**config.mk**
```make
export PLATFORM = sky130hd
export DESIGN_NAME = cache_flush_sequencer_flat
export DESIGN_NICKNAME = d
export VERILOG_FILES = /design/src/rtl/cache_flush_sequencer_if.sv /design/src/rtl/cache_flush_sequencer.sv /design/src/flat_wrapper.sv
export SDC_FILE = /design/constraint.sdc
export NUM_CORES = 1
export LEC_CHECK = 0
export BUFFER_PORTS_ARGS = -buffer_cell sky130_fd_sc_hd__buf_2
export CORE_AREA = 2 2 39 41
export DETAILED_ROUTE_END_ITERATION = 10
export DIE_AREA = 0 0 41 43
export GPL_TIMING_DRIVEN = 0
export PLACE_DENSITY = 0.68
export SLEW_MARGIN = 10
export SYNTH_ARGS = -nofsm -noshare
export SYNTH_HDL_FRONTEND = slang
export SYNTH_SLANG_ARGS = --single-unit
```
**constraint.sdc**
```tcl
create_clock -name clk_i -period 1.6 [get_ports clk_i]
set_clock_uncertainty 0.2 [all_clocks]
set_input_delay 0.08 -clock clk_i [delete_from_list [all_inputs] [get_ports clk_i]]
set_output_delay 0.08 -clock clk_i [all_outputs]
set_load 0.02 [all_outputs]
```
**src/rtl/cache_flush_sequencer_if.sv**
```systemverilog
// Handshake bundle between flush requesters, the flush sequencer and the
// cache subsystem. The sequencer takes the master modport.
interface cache_flush_sequencer_if #(
  parameter int unsigned NR_REQ = 2
);
  logic [NR_REQ-1:0] req_i;
  logic [NR_REQ-1:0] req_icache_i;
  logic [NR_REQ-1:0] ack_o;
  logic              error_o;
  logic              busy_o;
  logic              flush_dcache_o;
  logic              flush_dcache_ack_i;
  logic              flush_icache_o;

  modport master (
    input  req_i, req_icache_i, flush_dcache_ack_i,
    output ack_o, error_o, busy_o, flush_dcache_o, flush_icache_o
  );

  modport slave (
    output req_i, req_icache_i, flush_dcache_ack_i,
    input  ack_o, error_o, busy_o, flush_dcache_o, flush_icache_o
  );
endinterface

```
**src/rtl/cache_flush_sequencer.sv**
```systemverilog
// Round-robin serialiser of cache-maintenance requests onto one dcache/icache
// flush port. Optional dcache-ack timeout enabled by FLUSH_TIMEOUT_EN.
//
// state  | meaning
// IDLE   | arbitrating; no sequence in flight
// DFLUSH | flush_dcache_o held, waiting for dcache ack
// IFLUSH | one-cycle icache flush pulse
// DONE   | ack_o pulse to granted requester, advance round-robin pointer
module cache_flush_sequencer #(
  parameter int unsigned NR_REQ        = 2,
  parameter int unsigned FLUSH_TIMEOUT = 1024
) (
  input logic                     clk_i,
  input logic                     rst_ni,
  cache_flush_sequencer_if.master bus
);

  localparam int unsigned IDX_W = (NR_REQ > 1) ? $clog2(NR_REQ) : 1;

  if (NR_REQ < 1 || NR_REQ > 8 || FLUSH_TIMEOUT < 2) begin : g_bad_param
    $error("cache_flush_sequencer: illegal NR_REQ or FLUSH_TIMEOUT");
  end

  typedef enum logic [1:0] {IDLE, DFLUSH, IFLUSH, DONE} state_e;

  state_e            state_q;
  logic [IDX_W-1:0]  rr_q;
  logic [IDX_W-1:0]  grant_q;
  logic              icache_q;
  logic              mask_q;
  logic [NR_REQ-1:0] ack_q;
  logic              error_q;
  logic              busy_q;
  logic              flush_dcache_q;
  logic              flush_icache_q;

  logic [NR_REQ-1:0] req_eff;
  logic [IDX_W:0]    idx_sum;
  logic [IDX_W-1:0]  pick;
  logic              pick_vld;
  logic [IDX_W-1:0]  rr_next;
  logic [NR_REQ-1:0] grant_oh;
  logic              tmo_hit;

  assign bus.ack_o          = ack_q;
  assign bus.error_o        = error_q;
  assign bus.busy_o         = busy_q;
  assign bus.flush_dcache_o = flush_dcache_q;
  assign bus.flush_icache_o = flush_icache_q;

  assign grant_oh = NR_REQ'(1) << grant_q;
  assign rr_next  = (grant_q == IDX_W'(NR_REQ - 1)) ? '0 : grant_q + IDX_W'(1);

  // The first IDLE cycle after DONE hides the just-served requester, whose
  // request is still high while it reacts to ack_o.
  always_comb begin
    req_eff = bus.req_i;
    if (mask_q) req_eff[grant_q] = 1'b0;
  end

  always_comb begin
    pick_vld = 1'b0;
    pick     = '0;
    idx_sum  = '0;
    for (int i = 0; i < NR_REQ; i++) begin
      idx_sum = {1'b0, rr_q} + (IDX_W+1)'(i);
      if (idx_sum >= (IDX_W+1)'(NR_REQ)) idx_sum = idx_sum - (IDX_W+1)'(NR_REQ);
      if (!pick_vld && req_eff[idx_sum[IDX_W-1:0]]) begin
        pick_vld = 1'b1;
        pick     = idx_sum[IDX_W-1:0];
      end
    end
  end

`ifdef FLUSH_TIMEOUT_EN
  localparam int unsigned TMO_W = $clog2(FLUSH_TIMEOUT);

  logic [TMO_W-1:0] tmo_q;

  always_ff @(posedge clk_i or negedge rst_ni) begin
    if (!rst_ni)                tmo_q <= '0;
    else if (state_q != DFLUSH) tmo_q <= '0;
    else                        tmo_q <= tmo_q + TMO_W'(1);
  end

  assign tmo_hit = (state_q == DFLUSH) && (tmo_q == TMO_W'(FLUSH_TIMEOUT - 1));
`else
  assign tmo_hit = 1'b0;
`endif

  always_ff @(posedge clk_i or negedge rst_ni) begin
    if (!rst_ni) begin
      state_q        <= IDLE;
      rr_q           <= '0;
      grant_q        <= '0;
      icache_q       <= 1'b0;
      mask_q         <= 1'b0;
      ack_q          <= '0;
      error_q        <= 1'b0;
      busy_q         <= 1'b0;
      flush_dcache_q <= 1'b0;
      flush_icache_q <= 1'b0;
    end else begin
      ack_q          <= '0;
      error_q        <= 1'b0;
      flush_icache_q <= 1'b0;
      case (state_q)
        IDLE: begin
          mask_q <= 1'b0;
          if (pick_vld) begin
            grant_q        <= pick;
            icache_q       <= bus.req_icache_i[pick];
            state_q        <= DFLUSH;
            flush_dcache_q <= 1'b1;
            busy_q         <= 1'b1;
          end
        end
        DFLUSH: begin
          // A dcache ack in the timeout cycle takes the normal path.
          if (bus.flush_dcache_ack_i) begin
            flush_dcache_q <= 1'b0;
            if (icache_q) begin
              state_q        <= IFLUSH;
              flush_icache_q <= 1'b1;
            end else begin
              state_q <= DONE;
              ack_q   <= grant_oh;
            end
          end else if (tmo_hit) begin
            flush_dcache_q <= 1'b0;
            state_q        <= DONE;
            ack_q          <= grant_oh;
            error_q        <= 1'b1;
          end
        end
        IFLUSH: begin
          state_q <= DONE;
          ack_q   <= grant_oh;
        end
        DONE: begin
          state_q <= IDLE;
          busy_q  <= 1'b0;
          mask_q  <= 1'b1;
          rr_q    <= rr_next;
        end
        default: state_q <= IDLE;
      endcase
    end
  end

endmodule

```
**src/flat_wrapper.sv**
```systemverilog
// flat-port wrapper written by rule: the top's interface ports become plain ports
module cache_flush_sequencer_flat 
#(
  parameter int unsigned NR_REQ        = 2,
  parameter int unsigned FLUSH_TIMEOUT = 1024
)
  (clk_i, rst_ni, bus_req_i, bus_req_icache_i, bus_flush_dcache_ack_i, bus_ack_o, bus_error_o, bus_busy_o, bus_flush_dcache_o, bus_flush_icache_o);
  cache_flush_sequencer_if #(.NR_REQ(NR_REQ)) bus_i ();
  input logic clk_i;
  input logic rst_ni;
  input wire logic [$bits(bus_i.req_i)-1:0] bus_req_i;
  input wire logic [$bits(bus_i.req_icache_i)-1:0] bus_req_icache_i;
  input wire logic [$bits(bus_i.flush_dcache_ack_i)-1:0] bus_flush_dcache_ack_i;
  output wire logic [$bits(bus_i.ack_o)-1:0] bus_ack_o;
  output wire logic [$bits(bus_i.error_o)-1:0] bus_error_o;
  output wire logic [$bits(bus_i.busy_o)-1:0] bus_busy_o;
  output wire logic [$bits(bus_i.flush_dcache_o)-1:0] bus_flush_dcache_o;
  output wire logic [$bits(bus_i.flush_icache_o)-1:0] bus_flush_icache_o;
  assign bus_i.req_i = bus_req_i;
  assign bus_i.req_icache_i = bus_req_icache_i;
  assign bus_i.flush_dcache_ack_i = bus_flush_dcache_ack_i;
  assign bus_ack_o = bus_i.ack_o;
  assign bus_error_o = bus_i.error_o;
  assign bus_busy_o = bus_i.busy_o;
  assign bus_flush_dcache_o = bus_i.flush_dcache_o;
  assign bus_flush_icache_o = bus_i.flush_icache_o;
  cache_flush_sequencer #(.NR_REQ(NR_REQ), .FLUSH_TIMEOUT(FLUSH_TIMEOUT)) u_core (.clk_i(clk_i), .rst_ni(rst_ni), .bus(bus_i));
endmodule
```
Word level (Yosys, flattened, before mapping)
Cells that the tools add are included.
W data, S select, Z words.
- reduce and logical (&&, ||, !) cells: 10
- shift-type cells: 1
- magnitude comparators: 7
- bitwise operators: 2
- multiplexer cells: 31
- equal/unequal tests: 5
- add/sub/neg operators: 4
- operators with widths (kind ; count):
    $mux W1 ; 20
    $mux W2 ; 5
    $lt A1 B2 Y1 const B ; 4
    $pmux W2 S4 ; 1
    $pmux W1 S2 ; 3
    $reduce_and A2 Y1 ; 3
    $eq A2 B2 Y1 const B ; 2
    $pmux W2 S2 ; 1
    $reduce_bool A2 Y1 ; 2
    $reduce_and A3 Y1 ; 1
    $add A1 B1 Y2 const B ; 1
    $and A2 B2 Y2 ; 1
    $eq A2 B1 Y1 const B ; 1
    $ge A1 B2 Y1 const B ; 1
    $ge A2 B2 Y1 const B ; 1
    $logic_and A1 B1 Y1 ; 2
    $logic_not A2 Y1 ; 1
    $ne A2 B1 Y1 const B ; 1
    $ne A2 B2 Y1 const B ; 1
    $not A2 Y2 ; 1
    $shl A1 B1 Y2 const A ; 1
    $sub A1 B1 Y1 const B ; 2
    $add A1 B1 Y1 const B ; 1
    $demux W1 S1 ; 1
    2 further kinds ; 2
- register bits: 11
- bits of input ports: 7

Depth between registers and ports, before layout
- depth in word-level cells: 15
- mapped depth: 6
- gate-level depth less buffers: 6

Worst setup path before layout
Ideal clock, no wire load.
- path kind: register -> register
- start point: register u_core.grant_q
- end point: register u_core.state_q[1]
- data arrival time: 1.286 ns
- buffers on the path: 0
- path slack: -0.011 ns
- library setup time: 0.125 ns
- stages on the path, launching flop included: 5
- required time: 1.275 ns
- cell sequence: dfrtp_1 -> a21boi_0 -> o21ai_2 -> a21oi_2 -> mux2_4
- longest elaborated chain between the ends: 15
- elaborated cells between the ends (all ways): 18
- classes of those cells: order compare: 2; eq/ne: 1; mux: 9; bitwise: 2; reduce/logical: 4
- ends and longest elaborated chain (element ; line ; source):
    start: declaration ; cache_flush_sequencer.sv:28 ; logic [IDX_W-1:0] grant_q;
    start signal: assignment ; cache_flush_sequencer.sv:111 ; grant_q <= pick;
    $lt A1 B2 Y1 (implied by the code) or $ge A1 B1 Y1 (tied branches) ; cache_flush_sequencer.sv:58 ; if (mask_q) req_eff[grant_q] = 1'b0;
    $logic_and A1 B1 Y1 (implied by the code) ; cache_flush_sequencer.sv:58 ;
    $mux W1 (implied by the code) ; cache_flush_sequencer.sv:58 ;
    $demux W1 S1 * ; -- ;
    $not A2 Y2 (no line) * ; -- ;
    $and A2 B2 Y2 (no line) * ; -- ;
    $mux W2 * ; cache_flush_sequencer.sv:58 ;
    $mux W1 (implied by the code) (2 in series) ; cache_flush_sequencer.sv:68 ; if (!pick_vld && req_eff[idx_sum[IDX_W-1:0]]) begin
    $mux W1 ; cache_flush_sequencer.sv:68 ;
    $logic_not A1 Y1 ; cache_flush_sequencer.sv:68 ;
    $logic_and A1 B1 Y1 ; cache_flush_sequencer.sv:68 ;
    $mux W1 * ; cache_flush_sequencer.sv:68 ;
    $ne A2 B1 Y1 (no line) * ; -- ;
    $reduce_and A2 Y1 (no line) * ; -- ;
    end signal: assignment ; cache_flush_sequencer.sv:93 ; state_q <= IDLE;
    end signal: assignment ; cache_flush_sequencer.sv:113 ; state_q <= DFLUSH;
    end signal: assignment ; cache_flush_sequencer.sv:123 ; state_q <= IFLUSH;
    end: declaration ; cache_flush_sequencer.sv:26 ; state_e state_q;
Mark *: on every way between the ends. The rest lies on a longest branch, timed or not. The select of a mux whose other input is x is not followed.
A chain may end at the register's enable or synchronous reset.

Final worst setup path
Same ends and word-level chain as after synthesis.

==> flow_summary.json <==
{
  "first_pass_iters": 4,
  "utilization": 0.561,
  "cts_buffers": 3,
  "yosysTopAreaCell": "dfrtp_1",
  "critPathMaxStageDelay_ns": 0.43,
  "place.gp.congestion": 0.815,
  "leakagePower_nw": 0.387,
  "drc_errors": 0,
  "min_from": "bus_req_i[0]",
  "design_area_um2": 776,
  "hold_slack_ns": 0.0569,
  "drtAntennaViolNets": 0,
  "hold_depth": 4,
  "drv_slew": 0,
  "clk_latency_ns": 0.27,
  "critPathRequiredTime_ns": 1.56,
  "setup_slack_ns": -0.0216,
  "synth_area_um2": 583,
  "vias": 454,
  "slew_headroom": 0.663,
  "worst-path-max-fanout": 5,
  "setup_violations": 1,
  "antenna_found_initial": 0,
  "fp.dieH_um": 43,
  "finalCritPeriodShare": 1.01,
  "drt_iter0_markers": 4,
  "grt_pass1_wl_um": 1860,
  "worst_slew_pin_slew_ns": 0.504,
  "vias_per_cell": 4.99,
  "slowest_stage": "dfrtp_1",
  "synth_area_leaders": "dfrtp_1 47%, ha_1 11%, inv_1 3.9%, mux2_2 3.9%, nor2_1 3.9%",
  "area_delta_synth_final_pct": 33.0,
  "grt_overflow": 0,
  "ys_types": 23,
  "outcome": "complete, but fails checks",
  "final_cell_mix": "11 x buf_2, 11 x dfrtp_1, 6 x nor2_1",
  "cp-end-kind": "flip-flop",
  "cts_tree": "yes",
  "ys_seq_elements": 11,
  "clock_sinks": 11,
  "violations": "setup timing",
  "worstHoldPathType": "input port to flip-flop",
  "ys.flop_type": "dfrtp_1",
  "drive_above_1_share": 0.400,
  "grt_usage": 0.163,
  "seqPwrFrac": 0.329,
  "reg2reg_to": "u_core.state_q[1]$_DFFE_PN0P_",
  "worst-r2r-setup-slack_ns": -0.02,
  "drt-total-wl_um": 1100,
  "ioPinCount": 13,
  "powerDensity_nw_per_um2": 1920,
  "start_util": 0.421,
  "fp.dieW_um": 41,
  "fin_crit_ns": 1.62,
  "synth_area_per_cell_um2": 11.0,
  "netlist_instances": 53,
  "p_switching_uw": 573,
  "dieArea_um2": 1760,
  "timing.final.hold_violations": 0,
  "async_flop_share": 1.00,
  "drv_cap": 0,
  "min_to": "u_core.bus.flush_dcache_o$_DFFE_PN0P_",
  "fp.coreArea_um2": 1380,
  "path_class": "flip-flop to flip-flop",
  "nFillCells": 132,
  "crit_arrival_ns": 1.58,
  "p_clk_frac": 0.123,
  "grt_pass1_vias": 436,
  "ys_warn_count": 0,
  "syn-num-nets": 65,
  "cts.clk_slew.worst_paths_ns": 0.06,
  "rows": 14,
  "cts_buffer_depth": 2,
  "intPower_uw": 919,
  "n_antenna_cell": 0,
  "r2r-start": "u_core.grant_q$_DFFE_PN0P_",
  "path_cells": "or3b_4 > o21ai_4 > a21oi_2 > mux2_4",
  "h-tree-depth": 1,
  "synth_top_area_share": 0.472,
  "swShare": 0.384,
  "vdd_ir_drop_max_uv": 881,
  "p_comb_frac": 0.548,
  "finalPower_mw": 1.49,
  "startpoint_type": "flip-flop",
  "cts_root_buf": "clkbuf_4",
  "rsz0062_at_grt": "yes",
  "num-nets-final": 88,
  "grt_max_degree": 12,
  "place_area_um2": 658,
  "fmax_mhz": 617,
  "ys_seq_area_frac": 0.472,
  "port_buffers": 11,
  "routedWlPerCell_um": 12.1,
  "synth_edf_count": 0,
  "rr_worst_depth": 4
}
-- worst max-delay path: cells and delay by family, from the launching register on --
family | cells | cell delay, ns
AOI/OAI and AO/OA | 2 | 0.18
and+or+nand+nor | 1 | 0.41
DFF | 1 | 0.43
muxes | 1 | 0.29
-- stage by stage --
step	setup WS [ns]	setup TNS, ns	cells
final	-0.0216	-0.0216	91
after global routing	-0.0512	-0.115	91
after CTS	-0.0210	-0.0210	90
after detailed placement	-0.117	-0.170	80
after global placement	-0.0921	-0.120	80
after floorplan	0.00154	0	53
-- final cells by class --
cell class | instances | area, um2 | area share
multi-input combinational | 35 | 304 | 0.392
sequential | 11 | 275 | 0.355
timing repair buffer | 18 | 120 | 0.155
clock buffer | 4 | 26.3 | 0.0339
inverter | 6 | 22.5 | 0.0290
tap | 16 | 20.0 | 0.0258
buffer | 1 | 7.51 | 0.00968
-- how the worst max path moves through the flow --
stage                                        from                            end  cells after the start
floorplan           u_core.state_q[1]$_DFFE_PN0P_  u_core.state_q[1]$_DFFE_PN0P_                      5
finish                 u_core.grant_q$_DFFE_PN0P_  u_core.state_q[1]$_DFFE_PN0P_                      4
global placement    u_core.state_q[1]$_DFFE_PN0P_  u_core.state_q[1]$_DFFE_PN0P_                      5
global route           u_core.grant_q$_DFFE_PN0P_  u_core.state_q[1]$_DFFE_PN0P_                      4
detailed placement  u_core.state_q[1]$_DFFE_PN0P_  u_core.state_q[1]$_DFFE_PN0P_                      5
CTS                    u_core.grant_q$_DFFE_PN0P_  u_core.state_q[1]$_DFFE_PN0P_                      4
-- sequential cells by signal, indices dropped and copies added, names as in the netlist --
register	cells
u_core.grant_q	1
u_core.bus.ack_o	2
u_core.bus.flush_icache_o	1
u_core.rr_q	1
u_core.bus.busy_o	1
u_core.icache_q	1
u_core.bus.flush_dcache_o	1
u_core.state_q	2
u_core.mask_q	1
-- cell usage after synthesis, types with 2 or more instances --
cell type and instances:
dfrtp_1 11, inv_1 6, nor2_1 6, ha_1 5, a211oi_1 2, a21oi_1 2, mux2_2 2, mux2i_1 2
nand2_1 2, o21ai_0 2
-- timing repair --
item,CTS,global route
setup endpoints to repair,4,7
pin swaps,2,1
gates resized for setup,4,3
hold endpoints to repair,14,0
buffers inserted,1,1
hold buffers,5,0
-- cell families (layout without fill, tap and decap cells) --
family	Yosys count	after routing	synth area share
other	1	1	0.00643
DFF	11	11	0.472
buffers and inverters	7	29	0.0515
muxes	5	5	0.0987
AOI/OAI and AO/OA	14	14	0.180
adders and majority gates	5	5	0.107
and+or+nand+nor	10	10	0.0837
-- power groups by stage --
stage | clock network, mW | logic [mW] | registers, mW
4_1_cts | 0.195 | 0.752 | 0.485
3_3_place_gp | 0 | 0.678 | 0.493
2_1_floorplan | 0 | 0.484 | 0.539
3_5_place_dp | 0 | 0.684 | 0.498
6_report | 0.184 | 0.818 | 0.490
5_1_grt | 0.202 | 0.898 | 0.505
-- layer usage --
metal | track usage | routed length, um | up-vias | part of all wire
met2 | 0.241 | 544 | 10 | 0.49
met5 | 0 | 0 | - | 0
met1 | 0.190 | 468 | 220 | 0.43
met4 | 0.0800 | 25 | 0 | 0.023
met3 | 0.0785 | 63 | 4 | 0.057
li1 | - | - | 220 | -
Power figures use the tool's default switching activity.
